--- src/rtl/torstencc_drain_pkg.sv ---
// Shared pin map and types for the strobed byte adder with result FIFO.
package torstencc_drain_pkg;

  localparam int WR_STROBE_BIT = 0;
  localparam int RD_ACK_BIT    = 1;
  localparam int VALID_BIT     = 2;
  localparam int FULL_BIT      = 3;
  localparam int OVF_BIT       = 4;
  localparam int CARRY_BIT     = 5;

  localparam logic [7:0] UIO_OE_MASK = 8'b0011_1100;

  typedef enum logic {PH_A, PH_B} phase_t;

endpackage

--- src/rtl/torstencc_sync_edge.sv ---
// Multi-flop synchronizer for an asynchronous level, followed by a
// rising-edge detector that emits a single-cycle event.
module torstencc_sync_edge #(
  parameter int SYNC_STAGES = 2
) (
  input  logic clk,
  input  logic rst_n,
  input  logic async_in,
  output logic event_o
);

  logic [SYNC_STAGES-1:0] sync_q, sync_d;
  logic                   prev_q, prev_d;

  always_comb begin
    sync_d = {sync_q[SYNC_STAGES-2:0], async_in};
    prev_d = sync_q[SYNC_STAGES-1];
  end

  always_ff @(posedge clk or negedge rst_n) begin
    if (!rst_n) begin
      sync_q <= '0;
      prev_q <= 1'b0;
    end else begin
      sync_q <= sync_d;
      prev_q <= prev_d;
    end
  end

  assign event_o = sync_q[SYNC_STAGES-1] & ~prev_q;

endmodule

--- src/rtl/tt_um_torstencc_sum_drain.sv ---
// Strobed A/B byte capture, registered 9-bit sum, and a small result FIFO
// drained over a valid/ack handshake on the bidirectional pins.
module tt_um_torstencc_sum_drain
  import torstencc_drain_pkg::*;
#(
  parameter int DEPTH       = 4,
  parameter int SYNC_STAGES = 2
) (
  input  logic       clk,
  input  logic       rst_n,
  input  logic       ena,
  input  logic [7:0] ui_in,
  input  logic [7:0] uio_in,
  output logic [7:0] uo_out,
  output logic [7:0] uio_out,
  output logic [7:0] uio_oe
);

  localparam int PTR_W = $clog2(DEPTH);
  localparam int CNT_W = PTR_W + 1;
  localparam logic [CNT_W-1:0] FULL_COUNT = CNT_W'(DEPTH);

  logic wr_ev, rd_ev;

  phase_t     phase_q, phase_d;
  logic [7:0] a_q, a_d;
  logic [8:0] sum_q, sum_d;
  logic       sum_vld_q, sum_vld_d;

  logic [8:0]       mem_q [DEPTH];
  logic [8:0]       mem_d [DEPTH];
  logic [PTR_W-1:0] head_q, head_d, tail_q, tail_d;
  logic [CNT_W-1:0] count_q, count_d;
  logic             overflow_q, overflow_d;

  logic is_full, is_empty, pop, push_ok;
  logic unused_ok;

  assign unused_ok = &{1'b0, ena, uio_in[7:2]};

  torstencc_sync_edge #(.SYNC_STAGES(SYNC_STAGES)) u_wr_sync (
    .clk      (clk),
    .rst_n    (rst_n),
    .async_in (uio_in[WR_STROBE_BIT]),
    .event_o  (wr_ev)
  );

  torstencc_sync_edge #(.SYNC_STAGES(SYNC_STAGES)) u_rd_sync (
    .clk      (clk),
    .rst_n    (rst_n),
    .async_in (uio_in[RD_ACK_BIT]),
    .event_o  (rd_ev)
  );

  always_comb begin
    phase_d   = phase_q;
    a_d       = a_q;
    sum_d     = sum_q;
    sum_vld_d = 1'b0;
    case (phase_q)
      PH_A: if (wr_ev) begin
        a_d     = ui_in;
        phase_d = PH_B;
      end
      PH_B: if (wr_ev) begin
        sum_d     = {1'b0, a_q} + {1'b0, ui_in};
        sum_vld_d = 1'b1;
        phase_d   = PH_A;
      end
      default: phase_d = PH_A;
    endcase
  end

  always_ff @(posedge clk or negedge rst_n) begin
    if (!rst_n) begin
      phase_q   <= PH_A;
      a_q       <= '0;
      sum_q     <= '0;
      sum_vld_q <= 1'b0;
    end else begin
      phase_q   <= phase_d;
      a_q       <= a_d;
      sum_q     <= sum_d;
      sum_vld_q <= sum_vld_d;
    end
  end

  assign is_full  = (count_q == FULL_COUNT);
  assign is_empty = (count_q == '0);
  assign pop      = rd_ev && !is_empty;
  // A pop in the same cycle frees the slot, so a push into a full FIFO still lands.
  assign push_ok  = sum_vld_q && (!is_full || pop);

  always_comb begin
    mem_d      = mem_q;
    head_d     = head_q;
    tail_d     = tail_q;
    count_d    = count_q;
    overflow_d = overflow_q;
    if (push_ok) begin
      mem_d[tail_q] = sum_q;
      tail_d        = tail_q + 1'b1;
    end
    if (pop) begin
      head_d = head_q + 1'b1;
    end
    if (push_ok && !pop) begin
      count_d = count_q + 1'b1;
    end else if (pop && !push_ok) begin
      count_d = count_q - 1'b1;
    end
    if (sum_vld_q && !push_ok) begin
      overflow_d = 1'b1;
    end
  end

  always_ff @(posedge clk or negedge rst_n) begin
    if (!rst_n) begin
      for (int i = 0; i < DEPTH; i++) begin
        mem_q[i] <= '0;
      end
      head_q     <= '0;
      tail_q     <= '0;
      count_q    <= '0;
      overflow_q <= 1'b0;
    end else begin
      mem_q      <= mem_d;
      head_q     <= head_d;
      tail_q     <= tail_d;
      count_q    <= count_d;
      overflow_q <= overflow_d;
    end
  end

  always_comb begin
    uo_out                = is_empty ? 8'h00 : mem_q[head_q][7:0];
    uio_out               = 8'h00;
    uio_out[VALID_BIT]    = !is_empty;
    uio_out[FULL_BIT]     = is_full;
    uio_out[OVF_BIT]      = overflow_q;
    uio_out[CARRY_BIT]    = is_empty ? 1'b0 : mem_q[head_q][8];
  end

  assign uio_oe = UIO_OE_MASK;

endmodule

--- config.mk ---
export PLATFORM = sky130hd
export DESIGN_NAME = tt_um_torstencc_sum_drain
export DESIGN_NICKNAME = d
export VERILOG_FILES = /design/src/rtl/torstencc_drain_pkg.sv /design/src/rtl/torstencc_sync_edge.sv /design/src/rtl/tt_um_torstencc_sum_drain.sv
export SDC_FILE = /design/constraint.sdc
export NUM_CORES = 1
export LEC_CHECK = 0
export ABC_AREA = 1
export CAP_MARGIN = 10
export CORE_MARGIN = 2
export CORE_UTILIZATION = 35
export DETAILED_ROUTE_END_ITERATION = 8
export PLACE_DENSITY_LB_ADDON = 0.1
export SYNTH_ARGS = -nofsm -noshare
export SYNTH_HDL_FRONTEND = slang
export SYNTH_SLANG_ARGS = --single-unit
export TNS_END_PERCENT = 1
--- constraint.sdc ---
create_clock -name clk -period 4.9 [get_ports clk]
set_input_delay 0.98 -clock clk [delete_from_list [all_inputs] [get_ports clk]]
set_output_delay 0.98 -clock clk [all_outputs]
set_load 0.01 [all_outputs]
==> Word level (Yosys, flattened, before mapping) <==
Index checks and enable logic that the tools add are counted.
{ "op_classes": {"n_bitwise": 7, "n_mux": 14, "n_lt_le_gt_ge": 3, "reduce_logical": 15, "add_sub_neg": 5, "n_eq_ne": 1} }
{ "op_table": {"columns": ["cell", "n"], "rows": [
  ["36-bit bitwise mux", 1],
  ["9-bit two-way mux", 3],
  ["9-bit binary-select mux with 2-bit select", 1],
  ["9-bit demux with 2-bit select", 1],
  ["8-bit by 8-bit adder with 9-bit output", 1],
  ["8-bit two-way mux", 1],
  ["3-bit >= comparator (second input constant)", 2],
  ["1-bit logical AND", 6],
  ["3-bit two-way mux", 2],
  ["2-bit NOT with 3-bit output", 2],
  ["2-bit by 1-bit adder with 2-bit output (second input constant)", 2],
  ["1-bit logical NOT", 4],
  ["1-bit two-way mux", 4],
  ["2-bit AND reduction", 2],
  ["3-bit by 1-bit adder with 3-bit output (second input constant)", 1],
  ["3-bit equality test (second input constant)", 1],
  ["3-bit logical NOT", 1],
  ["3-bit by 1-bit less-than comparator with 1-bit output (second input constant)", 1],
  ["1-bit NOT", 3],
  ["3-bit by 1-bit subtractor with 3-bit output (second input constant)", 1],
  ["1-bit bitwise AND", 2],
  ["1-bit case mux with 2 select lines", 1],
  ["2-bit nonzero test", 1],
  ["1-bit logical OR", 1]
]} }
{ "totals": {"elab_cells": 61, "ff_bits": 69} }

==> Depth between registers and ports, before layout <==
{ "logic_depth": {"ltp_word": 9, "depth_mapped": 12, "mapped_depth_nobuf": 12} }

==> Cells and area by module <==
A second synthesis with hierarchy kept.
{ "unflattened": {"hier_cells": 372, "hier_area_um2": 3472.1} }
{ "by_module_without_submodules": {"columns": ["mod", "cells_each", "area_per_inst_um2", "instances"], "rows": [
  ["tt_um_torstencc_sum_drain", 362, 3301.9, 1],
  ["torstencc_sync_edge", 5, 85.1, 2]
]} }

==> Least setup slack after synthesis <==
Ideal clock, no wire load.
{ "synth_timing": {"path_kind": "input to register", "from": "input port ui_in[0]", "to": "register sum_q[6]", "slack_ps": 2794, "setup_ps": 117, "arrival_ps": 1988, "stages": 8, "cell_sequence": "ha_1 > fa_1 > nand2_1 > nand2_1 > nand3b_1 > nand3_1 > nand3_1 > nand2_1"} }
{ "synth_via": {"elab_chain_len": 1} }
{ "synth_lines": {"columns": ["element", "line", "text"], "rows": [
  ["start, declared", "tt_um_torstencc_sum_drain.sv:12", "input logic [7:0] ui_in,"],
  ["8-bit by 8-bit adder with 9-bit output", "tt_um_torstencc_sum_drain.sv:66", "sum_d = {1'b0, a_q} + {1'b0, ui_in};"],
  ["end signal, assigned", "tt_um_torstencc_sum_drain.sv:83", "sum_q <= sum_d;"],
  ["end, declared", "tt_um_torstencc_sum_drain.sv:27", "logic [8:0] sum_q, sum_d;"]
]} }
No other way between the ends.
A chain may end at the register's enable or synchronous reset.

==> Final worst setup path <==
{ "layout_timing": {"from": "register head_q[0]", "to": "output port uo_out[6]"} }
{ "layout_via": {"elab_chain_len": 5} }
{ "layout_lines": {"columns": ["element", "line", "text"], "rows": [
  ["start, declared", "tt_um_torstencc_sum_drain.sv:32", "logic [PTR_W-1:0] head_q, head_d, tail_q, tail_d;"],
  ["start signal, assigned", "tt_um_torstencc_sum_drain.sv:122", "head_q <= '0;"],
  ["start signal, assigned", "tt_um_torstencc_sum_drain.sv:128", "head_q <= head_d;"],
  ["2-bit NOT with 3-bit output (not written as such)", "tt_um_torstencc_sum_drain.sv:136", "uo_out = is_empty ? 8'h00 : mem_q[head_q][7:0];"],
  ["9-bit binary-select mux with 2-bit select", "tt_um_torstencc_sum_drain.sv:136", null],
  ["9-bit two-way mux (2 in a row)", null, null],
  ["8-bit two-way mux", "tt_um_torstencc_sum_drain.sv:136", null],
  ["end, declared", "tt_um_torstencc_sum_drain.sv:14", "output logic [7:0] uo_out,"]
]} }
No other way between the ends. The select of a mux whose other input is x is not followed.

==> results_dict.tcl <==
set metrics [dict create \
    power.density_nw_per_um2 646 \
    post-route-drc-count 0 \
    rows 37 \
    synthToLayoutAreaGrowth_pct 12.4 \
    drtIter0Drc 129 \
    yosysWarnings 0 \
    final_max_slew_viol_count 0 \
    critical_path_class "flip-flop to output port" \
    hp-class "flip-flop to flip-flop" \
    nNetsFinal 461 \
    nFillCells 1073 \
    cp_max_fo 20 \
    crit_path_cell_trace "inv_2 > o21ai_0 > a21oi_1 > clkdlybuf4s50_1" \
    clockBufferDepth 2 \
    grt_use_total 0.160 \
    tightest_slew_ns 0.805 \
    cts_tree "done" \
    max-vdd-ir-drop_uv 235 \
    dp_hpwl_um 5370 \
    firstDrtPassIters 4 \
    port_buffers 23 \
    htreeDepth 3 \
    hold_viol 0 \
    yosysTopAreaCell "dfrtp_1" \
    synthTopCellsByArea "dfrtp_1 48%, nand2_1 12%, nand4_1 6.3%" \
    yosysSeqAreaShare 0.479 \
    syn-cell-area_um2 3600 \
    start_kind "flip-flop" \
    clock_skew_ns 0.00685 \
    fin_crit_ns 3.45 \
    post-route-period-util 0.705 \
    arrival_ns 2.47 \
    avgSynthCellArea_um2 8.73 \
    synth_cell_type_count 30 \
    grt_antenna_before_repair 0 \
    cp-end-kind "output port" \
    overflow 0 \
    max_clock_freq_ghz 0.290 \
    drive_above_1_share 0.0977 \
    grt_pass1_vias 2718 \
    num_io_pins 43 \
    cts_setup_buffers 0 \
    rsz0062_at_grt "no" \
    relSlewSlack 0.463 \
    clock_latency_ns 0.35 \
    vias_per_cell 4.81 \
    die-area_um2 11100 \
    cts_hold_buf 0 \
    synth_edf_count 0 \
    fp.dieW_um 105 \
    vias 2720 \
    grt_first_pass_wirelength_um 13800 \
    root_buffer "clkbuf_8" \
    antenna_cells 0 \
    cts.sinks 69 \
    fin_tns_setup_ns 0 \
    leakage_nw 1.97 \
    detail-route-antenna-nets 0 \
    stdcell_count 566 \
    ys_async_sr_fraction 1.00 \
    synth_top_cell_area_share 0.479 \
    grt_max_degree 43 \
    max_stage_delay_ns 0.80 \
    start_util 0.355 \
    synth-seq-cells 69 \
    total_power_w 0.00262 \
    synth_ff_type "dfrtp_1" \
    cts.clk_slew.worst_paths_ns 0.07 \
    routed_wl_um 8160 \
    drv_cap 0 \
    syn_inst 413 \
    die_h_um 105 \
    core_area_um2 10100 \
    wl_per_cell_um 14.4 \
    ctsResizeCount 0 \
    numCtsBuffers 9 \
    cp_data_required_time_ns 3.92 \
    status "completed" \
    globalplace.congestion 0.737 \
    slowest_stage "dfrtp_1" \
    finalSetupViolCount 0 \
    dp_cells 550 \
]
[cells in the mapped netlist (7+ instances only)]
cell,number
dfrtp_1,69
nand4_1,36
clkbuf_1,8
buf_4,14
nand3_1,9
o21ai_0,22
inv_1,16
nand2_1,117
nor2_1,43
ha_1,15
a21oi_1,15
mux2_2,9
buf_2,7
[routing by layer]
metal | track usage | vias up | routed length, um
li1 | - | 1358 | -
met1 | 0.205 | 1284 | 3630
met2 | 0.260 | 66 | 3910
met3 | 0.0445 | 12 | 434
met4 | 0.0571 | 0 | 179
met5 | 0 | - | 0
[report_power, final]
group          internal [W]  switching, W  total (W)
clock              0.000247      0.000227   0.000474
sequential         0.000806      0.000230    0.00104
combinational      0.000473      0.000635    0.00111
[layout by cell type (no fill, tap or decap)]
master / n
nand2_1: 117
dfrtp_1: 69
nor2_1: 43
nand4_1: 36
o21ai_0: 22
clkdlybuf4s50_1: 22
inv_1: 16
a21oi_1: 15
ha_1: 15
conb_1: 12
clkbuf_8: 10
nand3_1: 9
mux2_2: 9
nand3_4: 4
inv_2: 3
clkinv_1: 3
xor2_1: 3
clkinvlp_4: 3
nand2_4: 2
nand3b_1: 2
fa_1: 2
clkinv_2: 2
buf_4: 2
nor2_2: 1
nor3_2: 1
nand3b_4: 1
or2_2: 1
a211oi_1: 1
a31o_2: 1
xnor2_1: 1
bufinv_16: 1
buf_2: 1
[final timing paths]
kind                                startpoint                  end  slack (ns)  depth (start not counted)
min reg2reg                u_rd_sync.sync_q[0]  u_rd_sync.sync_q[1]        0.35                          0
max                                  head_q[0]            uo_out[6]        1.45                          4
min in group asynchronous                rst_n            mem_q[19]        0.71                          1
min                        u_rd_sync.sync_q[0]  u_rd_sync.sync_q[1]        0.35                          0
max in group asynchronous                rst_n            mem_q[25]        3.20                          2
max reg2reg                         count_q[0]           count_q[2]        2.28                         12
[cell families after synthesis]
group                      synth area share
buffers and inverters                0.0785
adders and majority gates            0.0632
DFF                                   0.479
and+or+nand+nor                       0.283
muxes                                0.0281
xor gates and xnor gates            0.00972
AOI/OAI and AO/OA                    0.0559
other                               0.00208
[per-stage QoR]
stage	hold slack, ns	utilization	area, um2	worst slack, ns
4_1_cts	0.353	0.400	4050	1.36
5_1_grt	0.376	0.400	4050	1.31
6_report	0.350	0.400	4050	1.45
3_5_place_dp	0.335	0.380	3850	1.75
3_3_place_gp	0.331	0.380	3850	1.75
2_1_floorplan	0.331	-	3640	2.79
[final cells by class]
type | instances | area, um2 | share of cell area
repair buffers | 25 | 240 | 0.0593
multi-input cells | 298 | 1630 | 0.403
clock inverters | 6 | 62.6 | 0.0154
flip-flops and latches | 69 | 1730 | 0.426
clock buffers | 10 | 138 | 0.0340
well taps | 136 | 170 | 0.0420
inverters | 22 | 82.6 | 0.0204
[state kept, by name, summed over array words and instances (netlist names), 2 cells and up]
name / cells
head_q: 2
a_q: 8
count_q: 3
u_wr_sync.sync_q: 2
mem_q: 36
u_rd_sync.sync_q: 2
sum_q: 9
tail_q: 2
[worst max-delay path: cells and delay by family, from the launching register on]
family / cells / cell delay [ns]
flops: 1 / 0.80
buf+inv: 2 / 0.83
compound gates: 2 / 0.48
Power figures use the tool's default switching activity.
